File: src/rtl/fetch_unit.sv
// Instruction fetch stage: owns the PC, drives the synchronous-read instruction SRAM,
// presents fetched instructions to decode and applies branch/jump redirects and stalls.
module fetch_unit #(
  parameter logic [15:0] RESET_PC = 16'h0000
) (
  input  logic        clk,
  input  logic        rst,
  input  logic        stall,
  input  logic        br_taken,
  input  logic [15:0] br_pc,
  input  logic [7:0]  br_disp,
  input  logic        jmp_taken,
  input  logic [15:0] jmp_target,
  output logic        imem_en,
  output logic [15:0] imem_addr,
  input  logic [15:0] imem_rdata,
  output logic [15:0] inst_out,
  output logic [15:0] inst_pc,
  output logic [15:0] link_pc,
  output logic        inst_valid
);

  localparam int unsigned W  = 16;
  localparam int unsigned DW = 8;

  typedef enum logic [1:0] {BOOT, RUN, HOLD, FLUSH} state_e;

  state_e         state_q, state_d;
  logic [W-1:0]   pc_q, pc_d;
  logic [W-1:0]   f_pc_q, f_pc_d;
  logic [W-1:0]   hold_q, hold_d;
  logic           hold_sel_q, hold_sel_d;
  logic           valid_q, valid_d;
  logic           redirect;
  logic [W-1:0]   target;
  logic [W-1:0]   pc_inc;

  assign redirect = br_taken | jmp_taken;
  assign target   = jmp_taken ? jmp_target
                              : W'(br_pc + {{(W-DW){br_disp[DW-1]}}, br_disp});
  assign pc_inc   = W'(pc_q + W'(1));

  always_ff @(posedge clk or posedge rst) begin
    if (rst) begin
      state_q    <= BOOT;
      pc_q       <= RESET_PC;
      f_pc_q     <= RESET_PC;
      hold_q     <= '0;
      hold_sel_q <= 1'b0;
      valid_q    <= 1'b0;
    end else begin
      state_q    <= state_d;
      pc_q       <= pc_d;
      f_pc_q     <= f_pc_d;
      hold_q     <= hold_d;
      hold_sel_q <= hold_sel_d;
      valid_q    <= valid_d;
    end
  end

  // Next-state and SRAM enable; a redirect pre-empts every state, including a stall.
  always_comb begin
    state_d    = state_q;
    pc_d       = pc_q;
    f_pc_d     = f_pc_q;
    hold_d     = hold_q;
    hold_sel_d = hold_sel_q;
    valid_d    = valid_q;
    imem_en    = 1'b0;
    if (redirect) begin
      imem_en    = 1'b1;
      pc_d       = target;
      valid_d    = 1'b0;
      hold_sel_d = 1'b0;
      state_d    = FLUSH;
    end else begin
      case (state_q)
        BOOT, FLUSH: begin
          imem_en = 1'b1;
          f_pc_d  = pc_q;
          pc_d    = pc_inc;
          valid_d = 1'b1;
          state_d = RUN;
        end
        RUN: begin
          if (stall) begin
            // pc_q is not advanced, so the same address is re-issued on release
            hold_d     = imem_rdata;
            hold_sel_d = 1'b1;
            state_d    = HOLD;
          end else begin
            imem_en = 1'b1;
            f_pc_d  = pc_q;
            pc_d    = pc_inc;
            valid_d = 1'b1;
          end
        end
        HOLD: begin
          if (!stall) begin
            imem_en    = 1'b1;
            f_pc_d     = pc_q;
            pc_d       = pc_inc;
            valid_d    = 1'b1;
            hold_sel_d = 1'b0;
            state_d    = RUN;
          end
        end
        default: state_d = BOOT;
      endcase
    end
    if (rst) imem_en = 1'b0;
  end

  assign imem_addr  = pc_q;
  assign inst_out   = rst ? '0 : (hold_sel_q ? hold_q : imem_rdata);
  assign inst_pc    = f_pc_q;
  assign link_pc    = W'(f_pc_q + W'(1));
  assign inst_valid = valid_q & ~redirect;

endmodule

File: config.mk
export PLATFORM = sky130hd
export DESIGN_NAME = fetch_unit
export DESIGN_NICKNAME = d
export VERILOG_FILES = /design/src/rtl/fetch_unit.sv
export SDC_FILE = /design/constraint.sdc
export NUM_CORES = 1
export LEC_CHECK = 0
export CAP_MARGIN = 15
export CORE_MARGIN = 4
export CORE_UTILIZATION = 46
export DETAILED_ROUTE_END_ITERATION = 12
export GPL_ROUTABILITY_DRIVEN = 0
export HOLD_SLACK_MARGIN = 0.02
export PLACE_DENSITY = 0.81
export SLEW_MARGIN = 20
export SYNTH_ARGS = -nofsm -noshare
export SYNTH_HDL_FRONTEND = slang
export SYNTH_SLANG_ARGS = --single-unit
File: constraint.sdc
create_clock -name clk -period 2.5 [get_ports clk]
set_input_delay 0.5 -clock clk [delete_from_list [all_inputs] [get_ports clk]]
set_output_delay 0.5 -clock clk [all_outputs]
set_load 0.02 [all_outputs]
---- Yosys cells after proc, flatten, opt, wreduce, memory -nomap -nowiden ----
Index checks and enable logic that the tools add are counted.
word-level totals
  flip-flop bits (word level) ............. 52
  output and inout bits ................... 66
  word-level logic and storage cells ...... 50
operators by class
  $add $sub $neg .......................... 3
  eq/ne operators ......................... 7
  mux-type cells .......................... 23
  bitwise logic cells ..................... 3
  reductions and logical operators ........ 8
operator list
  kind                                                             count
  16-bit 2-to-1 mux                                                6
  16-bit case mux with 2 select lines                              2
  16-bit by 1-bit adder with 16-bit output, second input constant  2
  16-bit adder                                                     1
  1-bit 2-to-1 mux                                                 8
  2-bit 2-to-1 mux                                                 3
  3-bit != test, second input constant                             2
  1-bit case mux with 2 select lines                               3
  2-bit case mux with 3 select lines                               1
  3-bit AND reduction                                              2
  2-bit == test, second input constant                             2
  2-bit AND reduction                                              2
  2-bit OR reduction                                               2
  3-bit by 2-bit != test with 1-bit output, second input constant  1
  3-bit nonzero test                                               1
  2-bit by 1-bit == test with 1-bit output, second input constant  1
  2-bit logical NOT                                                1
  2-bit != test, second input constant                             1
  1-bit AND                                                        1
  1-bit NOT                                                        1
  1-bit bitwise OR                                                 1

---- Longest topological paths before layout ----
Gate-level depths: netlist of run 1.
  depth after elaboration ................. 5
  mapped depth ............................ 9
  mapped depth without buffers ............ 9

---- Worst setup path before layout of run 1 ----
Ideal clock, no wire load.
  path kind ............................... input to register
  from .................................... input br_pc[0]
  to ...................................... register pc_q[12], in the netlist imem_addr[12]
  library setup time ...................... 0.078 ns
  arrival ................................. 2.405 ns
  path slack .............................. 0.017 ns
  stages on the path ...................... 9
  cells stage by stage .................... ha_1 > fa_1 > a21oi_1 > o21ai_0 > a21o_1 > a41o_1 > nand4_1 > mux2_2 > a21oi_1
on the way
  word-level cells in the longest chain between the ends .. 3
RTL lines
  element               line  RTL
  from (decl)           10    input logic [15:0] br_pc,
  16-bit adder          40    : W'(br_pc + {{(W-DW){br_disp[DW-1]}}, br_disp});
  16-bit 2-to-1 mux     39    assign target = jmp_taken ? jmp_target
  16-bit 2-to-1 mux     70    if (redirect) begin
  to (signal assigned)  53    pc_q <= pc_d;
  to (decl)             29    logic [W-1:0] pc_q, pc_d;
Every way passes these cells.
A chain may end at the register's enable or synchronous reset.

---- Worst setup path in the final report of run 1 ----
  from .................................... input br_taken
  to ...................................... output inst_valid
on the way
  word-level cells in the longest chain between the ends .. 3
RTL lines
  element              line  RTL
  from (decl)          9     input logic br_taken,
  1-bit bitwise OR     38    assign redirect = br_taken | jmp_taken;
  1-bit NOT (no line)  --
  1-bit AND            118   assign inst_valid = valid_q & ~redirect;
  to (decl)            20    output logic inst_valid
Every way passes these cells.

==> results.txt, run 1 <==
- 0 antenna diodes ended up in the layout.
- Slew at the pin closest to its max-slew limit: 0.505 ns
* Count of H-tree levels built during CTS: 2
- Maximum root-to-sink buffer count: 2
- Power per Cell Area: between 500 and 600 mW/mm^2
- Horizontal extent of the die: between 90 and 100 um
* RSZ-0062 raised after global routing: yes
- Among all stages on the critical path, the largest delay is contributed by clkdlybuf4s50_1.
- Multi-input gate area: around 0.0023 sq mm
* Count of unresolved DRC violations after routing: 0
* Number of ports placed on the die boundary: approximately 130
- Across the VDD grid, the largest voltage drop is 289 uV.
* Post-synth cell types: between 40 and 50
* Crit-path leading delay family: buffers and inverters
- At the later pin of the worst-skew pair, clock insertion delay measures 0.31 ns.
* Count of buffering cells on the critical path with inverters included: 3
- Dividing the synthesized area by the synthesized cell count gives between 9 and 10 sq um.
- In the final layout, the share of cells above drive strength 1 is 0.181.
- Footprint of the flip-flops and latches: 0.00130 sq mm
- The run finished with clean final reports.
- Clock edge transition at the registers on the reported setup and hold paths: 0.09 ns
- Number of input and output port buffers inserted: between 100 and 150
- The number of failing hold endpoints at the final stage was 0.
- For this run, the post-layout net count is 654.
* Slew Limit Fails: 0
* Hold Path Class: reg2reg
- In this run the vertical extent of the chip is just under 100 um.
- Final critical-path required period: about 2.4 ns
* Mapped cell area: approximately 0.0037 sq mm
* Via count: approximately 3,700
- Post-DR vias/cell: 5.45
- Largest incremental delay on the critical path: between 0.6 and 0.7 ns
- The core region is approximately 0.0078 sq mm.
- Derived from the worst setup path, the maximum achievable clock frequency is 413 MHz.
- Crit path max fanout: 3
* Max Cap Viol: 0
* Top_reg_cell synth: dfrtp_1
- The die covers ~0.0095 sq mm.
- The first global-routing pass estimated about 18 mm of wire.
- Routed Wire Length: ~11 mm
* Data arrival time of the critical path: approximately 1.9 ns
- Smallest hold slack: 0.486 ns
- Post-synthesis sequential element count: 52
* Kind of capture point of the worst setup path: primary output
* Sequential element share of the synthesized area: 0.353
- In this run the core area contains 32 standard-cell rows.
* Series of cell instances along the critical path: clkdlybuf4s50_1 > nor2_1 > nand2_1 > inv_1 > clkdlybuf4s50_1
- Detailed-router iteration count before antenna repair: 5
- The worst setup path is launched from an input port.
- The number of nets handed over by synthesis was just under 500.
- Largest cells by area after synthesis: dfrtp_1 (35%), mux2_2 (9.8%), ha_1 (6.4%)
- The layout has between 500 and 600 filler cells.
- Headroom to the max-slew limit came out at 0.664.
- TritonCTS built the clock tree.
* Clk sinks: 52
- Async S/R FF share, synth: 1.00
- Pin count of the biggest net entering global routing: 37
- Setup violations remaining at the end of the flow were counted as 0.
* Share of the synthesized area in the top cell type: 0.353
- In this run, CTS created clock tree buffers numbering 5.
- The design draws 0.00328 W.
* Number of global-route vias before repair: approximately 3,700
- Cell type with the largest total area after synthesis: dfrtp_1
- On the final layout, the worst clock skew is between 0.01 and 0.015 ns.
* Average detailed-routed wire length per instance: between 15 and 20 um
- In this run the clock root is driven by a clkbuf_8.
- Final worst path period share: 0.969
* Synth warn: 0
* Kind of critical path: in2out
- Total global routing overflow: 0
* Required time of the critical path: 2.00 ns
- Number of enable-type register cells in the synthesized netlist: 0
- The count of nets left with antenna violations once routing finished came out at 0.
- Synthesis handed over a netlist of approximately 400 instances.
* Library cell appearing most often on the critical path: clkdlybuf4s50_1
- Layout area overhead: 51.1%
- Iter 0 DRT Violations: 150
* Number of antenna violations at the first check in global routing: 0
- GRT Total Usage: 0.218
- Initial standard-cell utilization of the core: 0.475
- Static leakage: about 2.4 nW
- Detailed placement finished with a half-perimeter wire length of between 8 and 9 mm.
## sequential cells by signal, indices dropped and copies added, names as in the netlist
register    cells
state_q         2
hold_q         16
inst_pc        16
hold_sel_q      1
imem_addr      16
valid_q         1
## worst register-to-register path: stages (launching register included)
cell and delay (ns):
dfrtp_1 0.38, inv_1 0.05, ha_1 0.30, nand2b_1 0.19, buf_4 0.18, and3_1 0.19
nand3_1 0.11, xor2_1 0.15, o21ai_0 0.09, a32o_1 0.26
## worst paths after layout
path | from | end | slack [ns] | depth (start not counted)
max in group asynchronous | rst | hold_sel_q | 1.26 | 4
min in group asynchronous | rst | hold_q[8] | 0.69 | 3
worst max-delay path | br_taken | inst_valid | 0.08 | 5
worst min register to register | valid_q | valid_q | 0.49 | 2
worst max register to register | state_q[0] | imem_addr[14] | 0.48 | 9
worst min-delay path | valid_q | valid_q | 0.49 | 2
## placed cells by master (no fill, tap or decap), types with 3 or more instances in the layout
cell type        synthesis  final
dfrtp_1                 52     51
inv_1                   14     13
a31oi_1                  4      4
clkdlybuf4s15_1          0      3
mux2_2                  32     31
buf_4                    0     46
dlymetal6s2s_1           0      5
nor2b_1                  3      3
mux2i_1                 18     18
ha_1                    19     18
dlygate4sd2_1            0      8
clkdlybuf4s50_1          0    110
nand3_1                 17     16
and3_1                  11     11
nand2_1                 47     47
clkbuf_8                 0      7
o21ai_0                 21     20
xor2_1                  15     15
o21a_1                   4      4
a211oi_1                 5      5
nor2_1                  42     40
xnor2_1                 20     20
nand4_1                  7      7
o211ai_1                 4      4
a21oi_1                 25     23
## logic make-up (layout without fill, tap and decap cells)
| kind of cell | after synthesis | in the layout | synth area share |
|---|---|---|---|
| AND/OR/NAND/NOR | 138 | 138 | 0.173 |
| AO/OA/AOI/OAI | 81 | 81 | 0.138 |
| flip-flops | 52 | 52 | 0.353 |
| multiplexers | 51 | 51 | 0.150 |
| XOR/XNOR | 35 | 35 | 0.0831 |
| buffers and inverters | 32 | 197 | 0.0336 |
| adder cells (fa/ha/maj) | 20 | 20 | 0.0699 |
## where the power goes
part	internal, W	switching, W
clock network	0.000354	0.000284
registers	0.00101	0.000164
logic	0.000773	0.000702
total	0.00213	0.00115
## Yosys cell counts, types with 15 or more instances
master,number
dfrtp_1,52
nand2_1,47
nor2_1,42
mux2_2,32
a21oi_1,25
o21ai_0,21
xnor2_1,20
ha_1,19
mux2i_1,18
nand3_1,17
xor2_1,15
## per-layer routing
layer / GRT usage / part of all wire
met4: 0.0490 / 0.013
met2: 0.400 / 0.50
met5: 0 / 0
met3: 0.0388 / 0.077
met1: 0.266 / 0.41
## per-stage QoR
step	area (sq um)	util	instances	setup slack, ns	TNS (ns)
2_1_floorplan	3690	-	409	0.0173	0
3_3_place_gp	5390	0.693	666	-0.477	-2.41
3_5_place_dp	5390	0.693	666	-0.568	-2.87
4_1_cts	5520	0.711	674	0.00433	0
5_1_grt	5580	0.718	676	-0.0261	-0.0278
6_report	5580	0.718	676	0.0764	0
## repair_timing
action                     CTS  global route
setup buffers                0             2
pin swaps                    3             9
setup endpoints to repair   31             9
gates resized for setup     19            14
hold buffers                 0             0
## cell type report
cell class	instances	area share
Multi-Input combinational cell	325	0.414
Timing Repair Buffer	175	0.298
Sequential cell	52	0.234
Tap cell	102	0.0229
Clock buffer	7	0.0173
Inverter	14	0.00943
Clock inverter	1	0.00539
Note: power is estimated with default switching activity, not from simulation.
==> inputs of run 2 (changes only) <==
RECOVER_POWER = 25   (was not set)
==> run 2 against run 1 <==
  * Worst hold slack stayed put
  * Power hardly changed
  * Via count is 0.22% lower
  * Highest routed layer unchanged
  * Largest cell class unchanged
  * Critical endpoint unchanged
  * Clock skew hardly changed
  * Global-route usage stayed put
  * Clock power hardly changed
==> results.txt, run 2 (synthesized netlist as in run 1, its figures left out) <==
- Count of H-tree levels built during CTS: 2
- Horizontal extent of the die: 97.6 um
- Clock-pin slew was measured on the worst setup and hold paths at around 0.090 ns.
* Number of antenna violations at the first check in global routing: 0
* Total internal power: 0.00213 W
- Commonest non-fill, non-tap cells in the layout: clkdlybuf4s50_1 (110), dfrtp_1 (51), nand2_1 (47)
- Final critical-path required period: 2.42 ns
* Number of hold violations in the final report: 0
- Power per Cell Area: just under 600 mW/mm^2
- The total overflow left after global routing is 0.
* Die area: between 0.009 and 0.01 sq mm
* Combinational share of power: 0.449
* Root buffer cell: clkbuf_8
- R2r startpoint: state_q[0]
- Of the available clock period, the critical path in the final layout requires 0.970.
* Antenna-violating nets left: 0
- Worst Hold Launch: valid_q
- The final count of pins violating max slew came to 0.
* NumNets Final: approximately 650
* Crit path max fanout: 3
* Setup_tns: 0 ns
- Reported net switching power: ~0.0012 W
- Data on the critical path is required at its endpoint by 2.00 ns.
- Iter 0 DRT Violations: 150
* Data arrival time of the critical path: 1.92 ns
- Detailed routing inserted a total of between 3,000 and 4,000 vias.
- Post-DR vias/cell: around 5.4
- # diodes: 0
- Static timing analysis puts the maximum clock frequency at a little over 400 MHz.
* Slew headroom: 0.541
* Layout cell share with drive strength beyond 1: 0.179
- After detailed routing, the number of remaining DRC violations is 0.
- Setup repair after global routing could not meet its margin everywhere.
- Total cell area at the placement stage: roughly 0.0054 sq mm
* Max Cap Viol: 0
* Average detailed-routed wire length per instance: 15.8 um
* Pin count of the biggest net entering global routing: 37
- Slew at the pin closest to its max-slew limit: slightly below 0.7 ns
* Rows: 32
* Timing startpoint of the critical path: br_taken
* CTS Buf Count: 5
* Routed Wire Length: 10.7 mm
* Number of ports placed on the die boundary: ~130
* Final HPWL from detailed placement: approximately 8.5 mm
- The worst register-to-register path has a depth of 9.
- The longest clock path from root to sink contains 2 buffers.
* Core outline area: slightly below 0.008 sq mm
- The via count of the first global-routing pass is 3,737.
* Initial standard-cell utilization of the core: 0.475
- For this design, the sink count on the clock tree is between 50 and 60.
* Kind of capture point of the worst setup path: primary output
- Hold-fix buffer count after cts: 0
- Maximum vdd drop: approximately 290 uV
- The worst hold path belongs to the class reg2reg.
* Die Y: 97.6 um
* Kind of critical path: in2out
- Category of the worst setup path launch point: input port
* TritonCTS clock tree: built
- For this design the static power due to leakage is ~2.4 nW.
* Setup violators final: 0
- Buffers placed on the I/O ports in this run total 126.
- Of the total power, the share spent switching nets is 0.351.
* Status: complete, no violations
* Filler Cells Inserted: between 500 and 600
- Across every metal layer, demand over resource in global routing totals 0.218.
- Before antenna repair, the detailed router went through 5 iterations.
- Between clock sinks in the finished design, the worst skew comes to 0.0144 ns.
* Post-route standard cell area excluding fillers: roughly 0.0056 sq mm
* Insertion delay to the later sink of the worst-skew pair: approximately 0.31 ns
- Seq pwr share: 0.356
* Number of cells on the worst hold path: 2
- Most frequent standard cell in the layout excluding fill and tap cells: clkdlybuf4s50_1
- Clock power share: 0.195
- Layout area overhead: 51.1%
- First-pass GRT wire length: between 15 and 20 mm
-- run 2: cell counts in the layout (fill, tap and decap cells not counted) --
No cell type changed its count.
-- run 2: area by class of cell --
cell class / count / area [sq um] / area share
Timing Repair Buffer: 175 / 1660 / 0.298
Sequential cell: 52 / 1300 / 0.234
Tap cell: 102 / 128 / 0.0229
Clock inverter: 1 / 30.0 / 0.00539
Inverter: 14 / 52.6 / 0.00943
Clock buffer: 7 / 96.3 / 0.0173
Multi-Input combinational cell: 325 / 2310 / 0.414
-- run 2: power groups by stage --
stage	clock, W	combinational [W]	sequential, W
after floorplan	0	0.000634	0.00128
after global placement	0	0.00146	0.00117
after detailed placement	0	0.00149	0.00118
after CTS	0.000643	0.00147	0.00117
after global routing	0.000674	0.00158	0.00120
final	0.000640	0.00147	0.00117
-- run 2: per-layer routing --
layer	part of all wire	GRT usage	wire (um)	vias up
li1	-	-	-	1773
met1	0.41	0.266	4370	1729
met2	0.50	0.400	5320	156
met3	0.077	0.0388	819	19
met4	0.013	0.0490	143	0
met5	0	0	0	-
-- run 2: worst paths after layout --
check | slack [ns] | endpoint
worst max-delay path | 0.08 | inst_valid
worst min-delay path | 0.49 | valid_q
worst max register to register | 0.48 | imem_addr[14]
worst min register to register | 0.49 | valid_q
max in group asynchronous | 1.02 | hold_sel_q
min in group asynchronous | 0.82 | hold_q[8]
-- run 2: per-stage QoR --
stage	worst slack, ns	hold WS [ns]	instances	util	power, W
2_1_floorplan	0.0173	0.441	409	-	0.00192
3_3_place_gp	-0.477	0.456	666	0.693	0.00263
3_5_place_dp	-0.568	0.466	666	0.693	0.00268
4_1_cts	0.00433	0.488	674	0.711	0.00328
5_1_grt	-0.0261	0.513	676	0.718	0.00345
6_report	0.0761	0.486	676	0.718	0.00328
-- run 2: timing repair --
item | CTS | global route
pin swaps | 3 | 9
setup endpoints to repair | 31 | 9
setup buffers | 0 | 2
resized for setup | 19 | 14
cloned | 0 | 0
-- run 2: worst max-delay path, cell delays in order --
cell,delay (ns)
clkdlybuf4s50_1,0.49
nor2_1,0.18
nand2_1,0.09
inv_1,0.05
clkdlybuf4s50_1,0.61
==> inputs of run 3 (changes only) <==
CORE_MARGIN = not set   (was 4)
==> run 3 against run 2 <==
  * Register-to-register slack barely moved
  * Sequential cell count stayed put
  * Design area down 0.25%
  * Critical endpoint is now imem_addr[15]
  * Sequential power hardly changed
  * Final cell count down 0.15%
  * Clock power fell by 1%
  * Largest power group unchanged
  * Utilization is 0.19 points higher
  * Critical path depth increased by 4
==> results.txt, run 3 (synthesized netlist as in run 1, its figures left out) <==
- The floorplan has 32 rows.
- Clock-pin slew was measured on the worst setup and hold paths at around 0.09 ns.
- Number of cells on the worst hold path: 2
- R2R cell count: 8
* Layout cell share with drive strength beyond 1: 0.183
- TritonCTS clock tree: built
- The startpoint identified for the worst register-to-register timing path is state_q[1].
- The completed layout was analyzed and its total power is 0.00326 W.
- The total area inside the core boundary comes to 0.00773 sq mm.
* Slew headroom: 0.147
- Setup_tns: 0 ns
- In this run the static leakage power is about 2.4 nW.
* Max Cap Viol: 0
- Including well taps, the total number of placed cells is about 660.
* Most frequent standard cell in the layout excluding fill and tap cells: clkdlybuf4s50_1
- For this block, the initial DRC count from the detailed router was 93.
- After detailed routing, the average wire length per cell comes to 15.1 um.
- GRT Total Usage: 0.245
- The number of clock buffers added by TritonCTS is 5.
- STA puts the critical path data arrival time at ~2.7 ns.
- Final worst path period share: 0.968
- Final Skew: 0.00611 ns
- Routed Wire Length: between 10 and 15 mm
- In this run the clock root is driven by a clkbuf_8.
* Maximum vdd drop: between 300 and 400 uV
- The final route contains ~3,700 vias.
- Insertion delay to the later sink of the worst-skew pair: 0.31 ns
- Layout area overhead: 50.7%
- Count of unresolved DRC violations after routing: 0
* Required time of the critical path: between 2 and 3 ns
- Status: complete, no violations
- Hold-fix buffer count after cts: 0
* Horizontal extent of the die: 91.6 um
* Count of H-tree levels built during CTS: 2
- Final critical-path required period: around 2.4 ns
- Input and output buffers added on the ports amount to 126.
- Commonest non-fill, non-tap cells in the layout: clkdlybuf4s50_1 (108), dfrtp_1 (51), nand2_1 (47)
- Setup violators final: 0
- Antenna-violating nets left: 0
* Total global routing overflow: 0
- The number of antenna violations at the first check in global routing came to 0.
* Power per Cell Area: 585 mW/mm^2
* Slew at the pin closest to its max-slew limit: around 1.3 ns
* Die Y: about 92 um
- Crit path max fanout: 4
* Category of the worst setup path launch point: input port
- Final HPWL from detailed placement: roughly 8 mm
- During I/O placement, the number of pins put on the boundary was 127.
- On the final layout, the worst hold slack is ~0.50 ns.
- NumNets Final: ~650
* Number of hold violations in the final report: 0
* Hold endpoint: valid_q
- Post-DR vias/cell: ~5.4
- The clock drives 52 sinks.
* Hold Path Class: reg2reg
* Kind of critical path: in2reg
- Pin count of the biggest net entering global routing: 53
* Worst r2r dst: imem_addr[14]
- Before antenna repair, the detailed router went through 5 iterations.
- The floorplan step defined a die boundary enclosing 0.00838 sq mm.
* Maximum root-to-sink buffer count: 2
* First-pass GRT wire length: roughly 17 mm
- In this run the register-to-register setup slack is roughly 0.48 ns.
* Kind of capture point of the worst setup path: flop
- The initial utilization of the core area, before any placement, comes to 0.477.
- # diodes: 0
- Derived from the worst setup path, the maximum achievable clock frequency is a little over 400 MHz.
- Leaving out filler cells and counting taps, the final layout contains about 680.
* Worst Hold Launch: valid_q
- The via count of the first global-routing pass is around 3,500.
- Slew Limit Fails: 0
==> run 3: changes by cell type in the layout (fill, tap and decap cells not counted) <==
cell,delta
o21ai_2,-1
buf_4,-2
ha_4,+1
o21ai_1,+1
clkdlybuf4s50_1,-2
dlymetal6s2s_1,+2
dlygate4sd2_1,-1
mux2_2,+1
clkbuf_2,+4
ha_1,-1
mux2_4,-1
clkdlybuf4s15_1,-2
==> run 3: through the flow <==
stage                     setup slack (ns)  area (sq um)   util
after global placement              -0.449          5380  0.697
after global routing             -0.000672          5560  0.720
after CTS                           0.0132          5520  0.714
final                               0.0796          5560  0.720
after floorplan                     0.0173          3690      -
after detailed placement            -0.518          5380  0.697
==> run 3: area by class of cell <==
type | count | area, sq um
multi-input combinational | 325 | 2310
tap | 102 | 128
inverter | 14 | 52.6
clock inverter | 1 | 30.0
clock buffer | 7 | 96.3
timing repair buffer | 174 | 1640
fill | 574 | 2170
sequential | 52 | 1300
==> run 3: how the worst max path moves through the flow <==
| stage | start | end | depth (start not counted) |
|---|---|---|---|
| 2_1_floorplan | br_pc[0] | imem_addr[12] | 9 |
| 3_3_place_gp | br_pc[0] | imem_addr[12] | 10 |
| 3_5_place_dp | br_pc[0] | imem_addr[12] | 10 |
| 4_1_cts | state_q[0] | imem_en | 7 |
| 5_1_grt | inst_pc[4] | link_pc[11] | 6 |
| 6_report | br_disp[1] | imem_addr[15] | 9 |
==> run 3: worst max-delay path, stage by stage <==
cell             delay (ns)
clkdlybuf4s50_1        0.45
ha_1                   0.29
a21oi_1                0.07
nor2b_2                0.14
a31oi_1                0.15
o31a_1                 0.37
o31a_1                 0.33
mux2_1                 0.32
nand2_1                0.06
==> run 3: timing repair <==
action / in CTS / in global routing
pin swaps: 3 / 9
buffers inserted: 0 / 3
resized for setup: 18 / 21
endpoints found under the setup margin: 31 / 14
hold endpoints to repair: 0 / 0
==> run 3: report_power, final <==
part	internal (W)	switching (W)
registers	0.00101	0.000159
logic	0.000762	0.000695
clock network	0.000354	0.000280
total	0.00212	0.00113
==> run 3: per-layer routing <==
layer,vias up,wire length [um],track usage,part of all wire
met5,-,0,0,0
met4,0,121,0.0450,0.012
met3,14,679,0.0494,0.067
met2,150,5180,0.452,0.51
met1,1726,4180,0.293,0.41
li1,1777,-,-,-
